===== config.mk =====
export PLATFORM = sky130hd
export DESIGN_NAME = laser_host_driver
export DESIGN_NICKNAME = d
export VERILOG_FILES = /design/src/rtl/laser_pkg.sv /design/src/rtl/laser_point_buf.sv /design/src/rtl/laser_host_driver.sv
export SDC_FILE = /design/constraint.sdc
export NUM_CORES = 1
export LEC_CHECK = 0
export ABC_AREA = 1
export CAP_MARGIN = 15
export CORE_MARGIN = 2
export CORE_UTILIZATION = 56
export CTS_CLUSTER_SIZE = 30
export DETAILED_ROUTE_END_ITERATION = 6
export GPL_ROUTABILITY_DRIVEN = 0
export GPL_TIMING_DRIVEN = 0
export PLACE_DENSITY_LB_ADDON = 0.3
export SLEW_MARGIN = 30
export SYNTH_ARGS = -nofsm -noshare
export SYNTH_HDL_FRONTEND = slang
export SYNTH_SLANG_ARGS = --single-unit

===== constraint.sdc =====
create_clock -name CLK -period 2.2 [get_ports CLK]
set_input_delay 0.44 -clock CLK [delete_from_list [all_inputs] [get_ports CLK]]
set_output_delay 0.44 -clock CLK [all_outputs]
set_load 0.01 [all_outputs]

===== src/rtl/laser_pkg.sv =====
// Shared constants and FSM state type for the LASER host driver.
// The optional watchdog is enabled with LASER_WDOG_EN (see laser_host_driver).
package laser_pkg;

  localparam int NPTS_C   = 40;
  localparam int CW_C     = 4;
  localparam int AW_C     = 6;
  localparam int RSTD_CYC = 2;

  typedef enum logic [2:0] {
    IDLE,
    RSTD,
    STRM,
    WAIT,
    RSLT
  } host_state_t;

endpackage


===== src/rtl/laser_point_buf.sv =====
// Point buffer: NPTS entries of {x, y}, one synchronous write port,
// one combinational read port, synchronous clear on rst.
module laser_point_buf #(
  parameter int NPTS = 40,
  parameter int CW   = 4,
  parameter int AW   = 6
) (
  input  logic          clk,
  input  logic          rst,
  input  logic          we,
  input  logic [AW-1:0] waddr,
  input  logic [2*CW-1:0] wdata,
  input  logic [AW-1:0] raddr,
  output logic [2*CW-1:0] rdata
);

  localparam logic [AW-1:0] DEPTH = AW'(NPTS);

  logic [2*CW-1:0] mem [NPTS];

  // Out-of-range writes are dropped; out-of-range reads return 0.
  always_ff @(posedge clk) begin
    if (rst) begin
      for (int i = 0; i < NPTS; i++) mem[i] <= '0;
    end else if (we && (waddr < DEPTH)) begin
      mem[waddr] <= wdata;
    end
  end

  assign rdata = (raddr < DEPTH) ? mem[raddr] : '0;

endmodule


===== src/rtl/laser_host_driver.sv =====
// Host driver for the LASER engine: buffers one image, streams it, returns centres.
// Define LASER_WDOG_EN to build the WAIT-state watchdog (parameter WDOG_CYC).
module laser_host_driver
  import laser_pkg::*;
#(
  parameter int NPTS     = NPTS_C,
  parameter int CW       = CW_C,
  parameter int WDOG_CYC = 40000
) (
  input  logic            CLK,
  input  logic            RST,
  input  logic            wr_en,
  input  logic [AW_C-1:0] wr_addr,
  input  logic [CW-1:0]   wr_x,
  input  logic [CW-1:0]   wr_y,
  input  logic            start,
  output logic            busy,
  output logic            laser_rst,
  output logic [CW-1:0]   X,
  output logic [CW-1:0]   Y,
  input  logic [CW-1:0]   l_c1x,
  input  logic [CW-1:0]   l_c1y,
  input  logic [CW-1:0]   l_c2x,
  input  logic [CW-1:0]   l_c2y,
  input  logic            l_done,
  output logic            res_valid,
  input  logic            res_ready,
  output logic [CW-1:0]   res_c1x,
  output logic [CW-1:0]   res_c1y,
  output logic [CW-1:0]   res_c2x,
  output logic [CW-1:0]   res_c2y,
  output logic            res_timeout,
  output host_state_t     dbg_state
);

  localparam logic [AW_C-1:0] IDX_END   = AW_C'(NPTS);
  localparam logic [1:0]      RSTD_LAST = 2'(RSTD_CYC - 1);

  host_state_t       state;
  logic [AW_C-1:0]   idx;
  logic [1:0]        rcnt;
  logic              buf_we;
  logic [2*CW-1:0]   rd;

  assign dbg_state = state;
  assign buf_we    = wr_en && (state == IDLE);

  laser_point_buf #(.NPTS(NPTS), .CW(CW), .AW(AW_C)) u_buf (
    .clk   (CLK),
    .rst   (RST),
    .we    (buf_we),
    .waddr (wr_addr),
    .wdata ({wr_x, wr_y}),
    .raddr (idx),
    .rdata (rd)
  );

`ifdef LASER_WDOG_EN
  localparam logic [15:0] WDOG_LAST = 16'(WDOG_CYC - 1);
  logic [15:0] wcnt;
`else
  assign res_timeout = 1'b0;
`endif

  // Result port: a result transfers on any edge where res_valid & res_ready;
  // while res_valid is high and res_ready is low, every res_* output holds.
  always_ff @(posedge CLK) begin
    if (RST) begin
      state     <= IDLE;
      busy      <= 1'b0;
      laser_rst <= 1'b1;
      X         <= '0;
      Y         <= '0;
      idx       <= '0;
      rcnt      <= '0;
      res_valid <= 1'b0;
      res_c1x   <= '0;
      res_c1y   <= '0;
      res_c2x   <= '0;
      res_c2y   <= '0;
`ifdef LASER_WDOG_EN
      res_timeout <= 1'b0;
      wcnt        <= '0;
`endif
    end else begin
      case (state)
        IDLE: begin
          laser_rst <= 1'b1;
          if (start) begin
            state <= RSTD;
            busy  <= 1'b1;
            rcnt  <= '0;
            idx   <= '0;
          end
        end
        RSTD: begin
          if (rcnt == RSTD_LAST) begin
            laser_rst <= 1'b0;
            X         <= rd[2*CW-1:CW];
            Y         <= rd[CW-1:0];
            idx       <= idx + 1'b1;
            state     <= STRM;
          end else begin
            rcnt <= rcnt + 1'b1;
          end
        end
        STRM: begin
          // idx==NPTS means the last point has been on X/Y for one cycle.
          if (idx == IDX_END) begin
            X     <= '0;
            Y     <= '0;
            state <= WAIT;
`ifdef LASER_WDOG_EN
            wcnt  <= '0;
`endif
          end else begin
            X   <= rd[2*CW-1:CW];
            Y   <= rd[CW-1:0];
            idx <= idx + 1'b1;
          end
        end
        WAIT: begin
          if (l_done) begin
            res_c1x   <= l_c1x;
            res_c1y   <= l_c1y;
            res_c2x   <= l_c2x;
            res_c2y   <= l_c2y;
            res_valid <= 1'b1;
            state     <= RSLT;
`ifdef LASER_WDOG_EN
            res_timeout <= 1'b0;
          end else if (wcnt == WDOG_LAST) begin
            res_c1x     <= '0;
            res_c1y     <= '0;
            res_c2x     <= '0;
            res_c2y     <= '0;
            res_valid   <= 1'b1;
            res_timeout <= 1'b1;
            state       <= RSLT;
          end else begin
            wcnt <= wcnt + 1'b1;
`endif
          end
        end
        RSLT: begin
          if (res_ready) begin
            res_valid <= 1'b0;
            busy      <= 1'b0;
            laser_rst <= 1'b1;
            state     <= IDLE;
          end
        end
        default: state <= IDLE;
      endcase
    end
  end

endmodule


==> impl_metrics.tcl <==
set metrics [dict create \
    num_antenna_cells 0 \
    drc 85 \
    ir_drop_uv 747 \
    grt_pass1_vias 18600 \
    numCtsBuffers 54 \
    grt_util_all_layers_pct 34.4 \
    synth_compound_area_share_pct 1.44 \
    syn_area_mm2 0.0240 \
    hold_viol_final 0 \
    ys_warn_count 0 \
    finalMaxSlewViolations 0 \
    antenna_found_initial 3 \
    cts.sinks 556 \
    rr_worst_depth 9 \
    setup_viol 12 \
    skew_ns 0.0338 \
    yosysMostFrequentCell "nand2_1" \
    ff2ff_setup_slack_ns -0.09 \
    fin_crit_sh_pct 104 \
    multi_input_area_mm2 0.00843 \
    slew_headroom_pct 40.5 \
    cp-end-kind "flop" \
    clk_pin_slew_ns 0.06 \
    core_mm2 0.0421 \
    die_y_um 211 \
    final_util_pct 69.5 \
    wl_per_cell_um 23.2 \
    cts_tree "built" \
    status "finished, violations left" \
    layout.cells.non_filler 3323 \
    ys_seq_area_share_pct 67.8 \
    worstMarginPinSlew_ns 0.889 \
    synth_cell_types 26 \
    vias 19900 \
    finalCriticalPeriod_ns 2.29 \
    rsz0062_at_grt "true" \
    cts-root-buf "clkbuf_16" \
    cp.arrival_ns 2.76 \
    port_buffers 63 \
    dp_cells 3184 \
    grt_max_degree 26 \
    synthArstFlopShare_pct 0 \
    synth.area.mux_share_pct 0 \
    seqCellArea_mm2 0.0163 \
    dpl.hpwl_um 50500 \
    fill_cells 2939 \
    dieArea_mm2 0.0445 \
    reg2reg_to "Y[3]$_SDFFE_PP0P_" \
    areaGrowthSynthToFinish_pct 22.2 \
    ys_ff_latch 556 \
    crit_required_ns 2.68 \
    synth_edf_count 512 \
    insertion_delay_ns 0.64 \
    start_util_pct 56.9 \
    hold_buffers 0 \
    syn_inst 2390 \
    avgSynthCellArea_um2 10.0 \
    cts.path.max_buffers 3 \
    grt_pass1_wl_um 112000 \
    cellLeakagePower_nw 11.9 \
    synth_top_family_by_area "simple AND/OR/NAND/NOR gates" \
    cap_violations 0 \
    hold_start "RST" \
    drt_wl_total_um 77200 \
    io_pins 67 \
    viasPerCell 5.99 \
    power.density_mw_per_mm2 1100 \
    finalNetCount 2779 \
    rows 75 \
    fp.dieW_um 211 \
    critPathLaunchType "flop" \
    layout-drive-gt1-share_pct 12.9 \
    synth_common_cells "756 x nand2_1, 512 x edfxtp_1, 442 x nand3_1, 331 x nor2_1, 102 x clkbuf_1" \
    synth_top_area_share_pct 64.1 \
    synthAdderAreaFrac_pct 0.157 \
    dr.first_iter.drc_count 3689 \
    critPathMaxFanout 10 \
    setup_tns_ns -0.366 \
    hold_class "primary input to flop" \
    ant_nets 0 \
    path_class "flop to flop" \
    hold_end "X[3]$_SDFFE_PP0P_" \
    synth_top_cell_by_area "edfxtp_1" \
    cts_max_level 2 \
    ys.flop_type "edfxtp_1" \
    synth_xor_area_share_pct 0 \
    violations "DRC, setup timing" \
    synth_area_leaders "edfxtp_1 64%, nand2_1 12%, nand3_1 9.2%" \
    maxClockFrequency_mhz 437 \
    hold_path_depth 2 \
    setup_ws_ns -0.0868 \
    yosys.area_share.simple_pct 27.2 \
    drtPass1Iterations 7 \
    overflow 0 \
]
critical path, stage by stage (launching register included):
cell and delay, ns:
dfxtp_1 0.31, clkbuf_1 0.44, inv_1 0.26, buf_1 0.31
nand2_1 0.16, nand3_2 0.19, nand3_1 0.19, nand2_1 0.13
nand2_1 0.09, a21oi_1 0.06
worst max path at each step:
stage / start / to / slack (ns) / depth (start not counted)
2_1_floorplan: wr_addr[5] / u_buf.mem[24][0]$_SDFFCE_PN0P_ / -0.01 / 8
3_3_place_gp: wr_addr[3] / u_buf.mem[34][0]$_SDFFCE_PN0P_ / -1.23 / 8
3_5_place_dp: wr_addr[3] / u_buf.mem[34][7]$_SDFFCE_PN0P_ / -1.31 / 8
4_1_cts: flop / X[0]$_SDFFE_PP0P_ / -0.01 / 14
5_1_grt: dbg_state[0]$_SDFFE_PP0P_ / u_buf.mem[21][7]$_SDFFCE_PN0P_ / -0.12 / 9
6_report: flop / Y[3]$_SDFFE_PP0P_ / -0.09 / 9
cells in the final DEF, fill, tap and decap left out, drive strengths merged:
cell type / netlist / routed
bufinv: 0 / 1
or2: 1 / 1
conb: 1 / 193
nand2: 762 / 762
inv: 53 / 55
clkinv: 0 / 24
a211oi: 2 / 2
nor3: 11 / 11
a21oi: 36 / 36
nand3: 442 / 442
nor2: 336 / 336
edfxtp: 512 / 512
nand4: 2 / 2
clkdlybuf4s50: 0 / 56
nor3b: 2 / 2
o21ai: 26 / 26
dfxtp: 44 / 44
o211a: 2 / 2
clkbuf: 102 / 165
buf: 53 / 109
ha: 3 / 3
power breakdown:
group          switching, mW  internal [mW]
clock                   4.03           4.78
sequential             0.274           12.2
combinational           7.82           3.22
total                   12.1           20.2
timing repair:
item	in CTS	in global routing
pin swaps	17	12
setup buffers	29	9
setup endpoints to repair	648	340
endpoints found under the hold margin	0	0
resized for setup	266	158
sequential cells by signal (all words and copies together) (netlist names), 2 cells and up, named ones only:
name	cells
Y	4
rcnt	2
res_c1x	4
idx	6
res_c2y	4
res_c2x	4
res_c1y	4
dbg_state	3
X	4
u_buf.mem	512
per-layer routing:
layer / GRT usage (%) / vias to the layer above / part of all wire (%)
li1: - / 8626 / -
met1: 44.3 / 9206 / 34
met2: 51.8 / 1693 / 44
met3: 10.8 / 375 / 16
met4: 19.8 / 4 / 6.4
met5: 0 / - / 0.031
stage by stage:
stage / power, mW / hold slack (ns) / cell area (µm²) / setup WS, ns
floorplan: 18.0 / 0.468 / 24700 / -0.0109
global placement: 21.7 / 0.433 / 26000 / -1.23
detailed placement: 21.9 / 0.437 / 26000 / -1.31
global route: 33.1 / 0.217 / 29300 / -0.123
CTS: 31.1 / 0.172 / 28800 / -0.0108
finish: 32.3 / 0.207 / 29300 / -0.0868
cells by family after synthesis:
kind of cell    after synthesis
simple gates               1556
flops                       556
buf+inv                     208
other cells                   1
fa+ha+maj                     3
compound gates               66
area by class of cell:
| cell class | count | area share [%] |
|---|---|---|
| Buffer | 155 | 3.56 |
| Clock buffer | 73 | 5.00 |
| Clock inverter | 27 | 0.559 |
| Inverter | 53 | 0.705 |
| Multi-Input combinational cell | 1818 | 28.8 |
| Sequential cell | 556 | 55.5 |
| Tap cell | 539 | 2.30 |
| Timing Repair Buffer | 102 | 3.60 |
No activity file was read; power rests on OpenSTA's default activity.
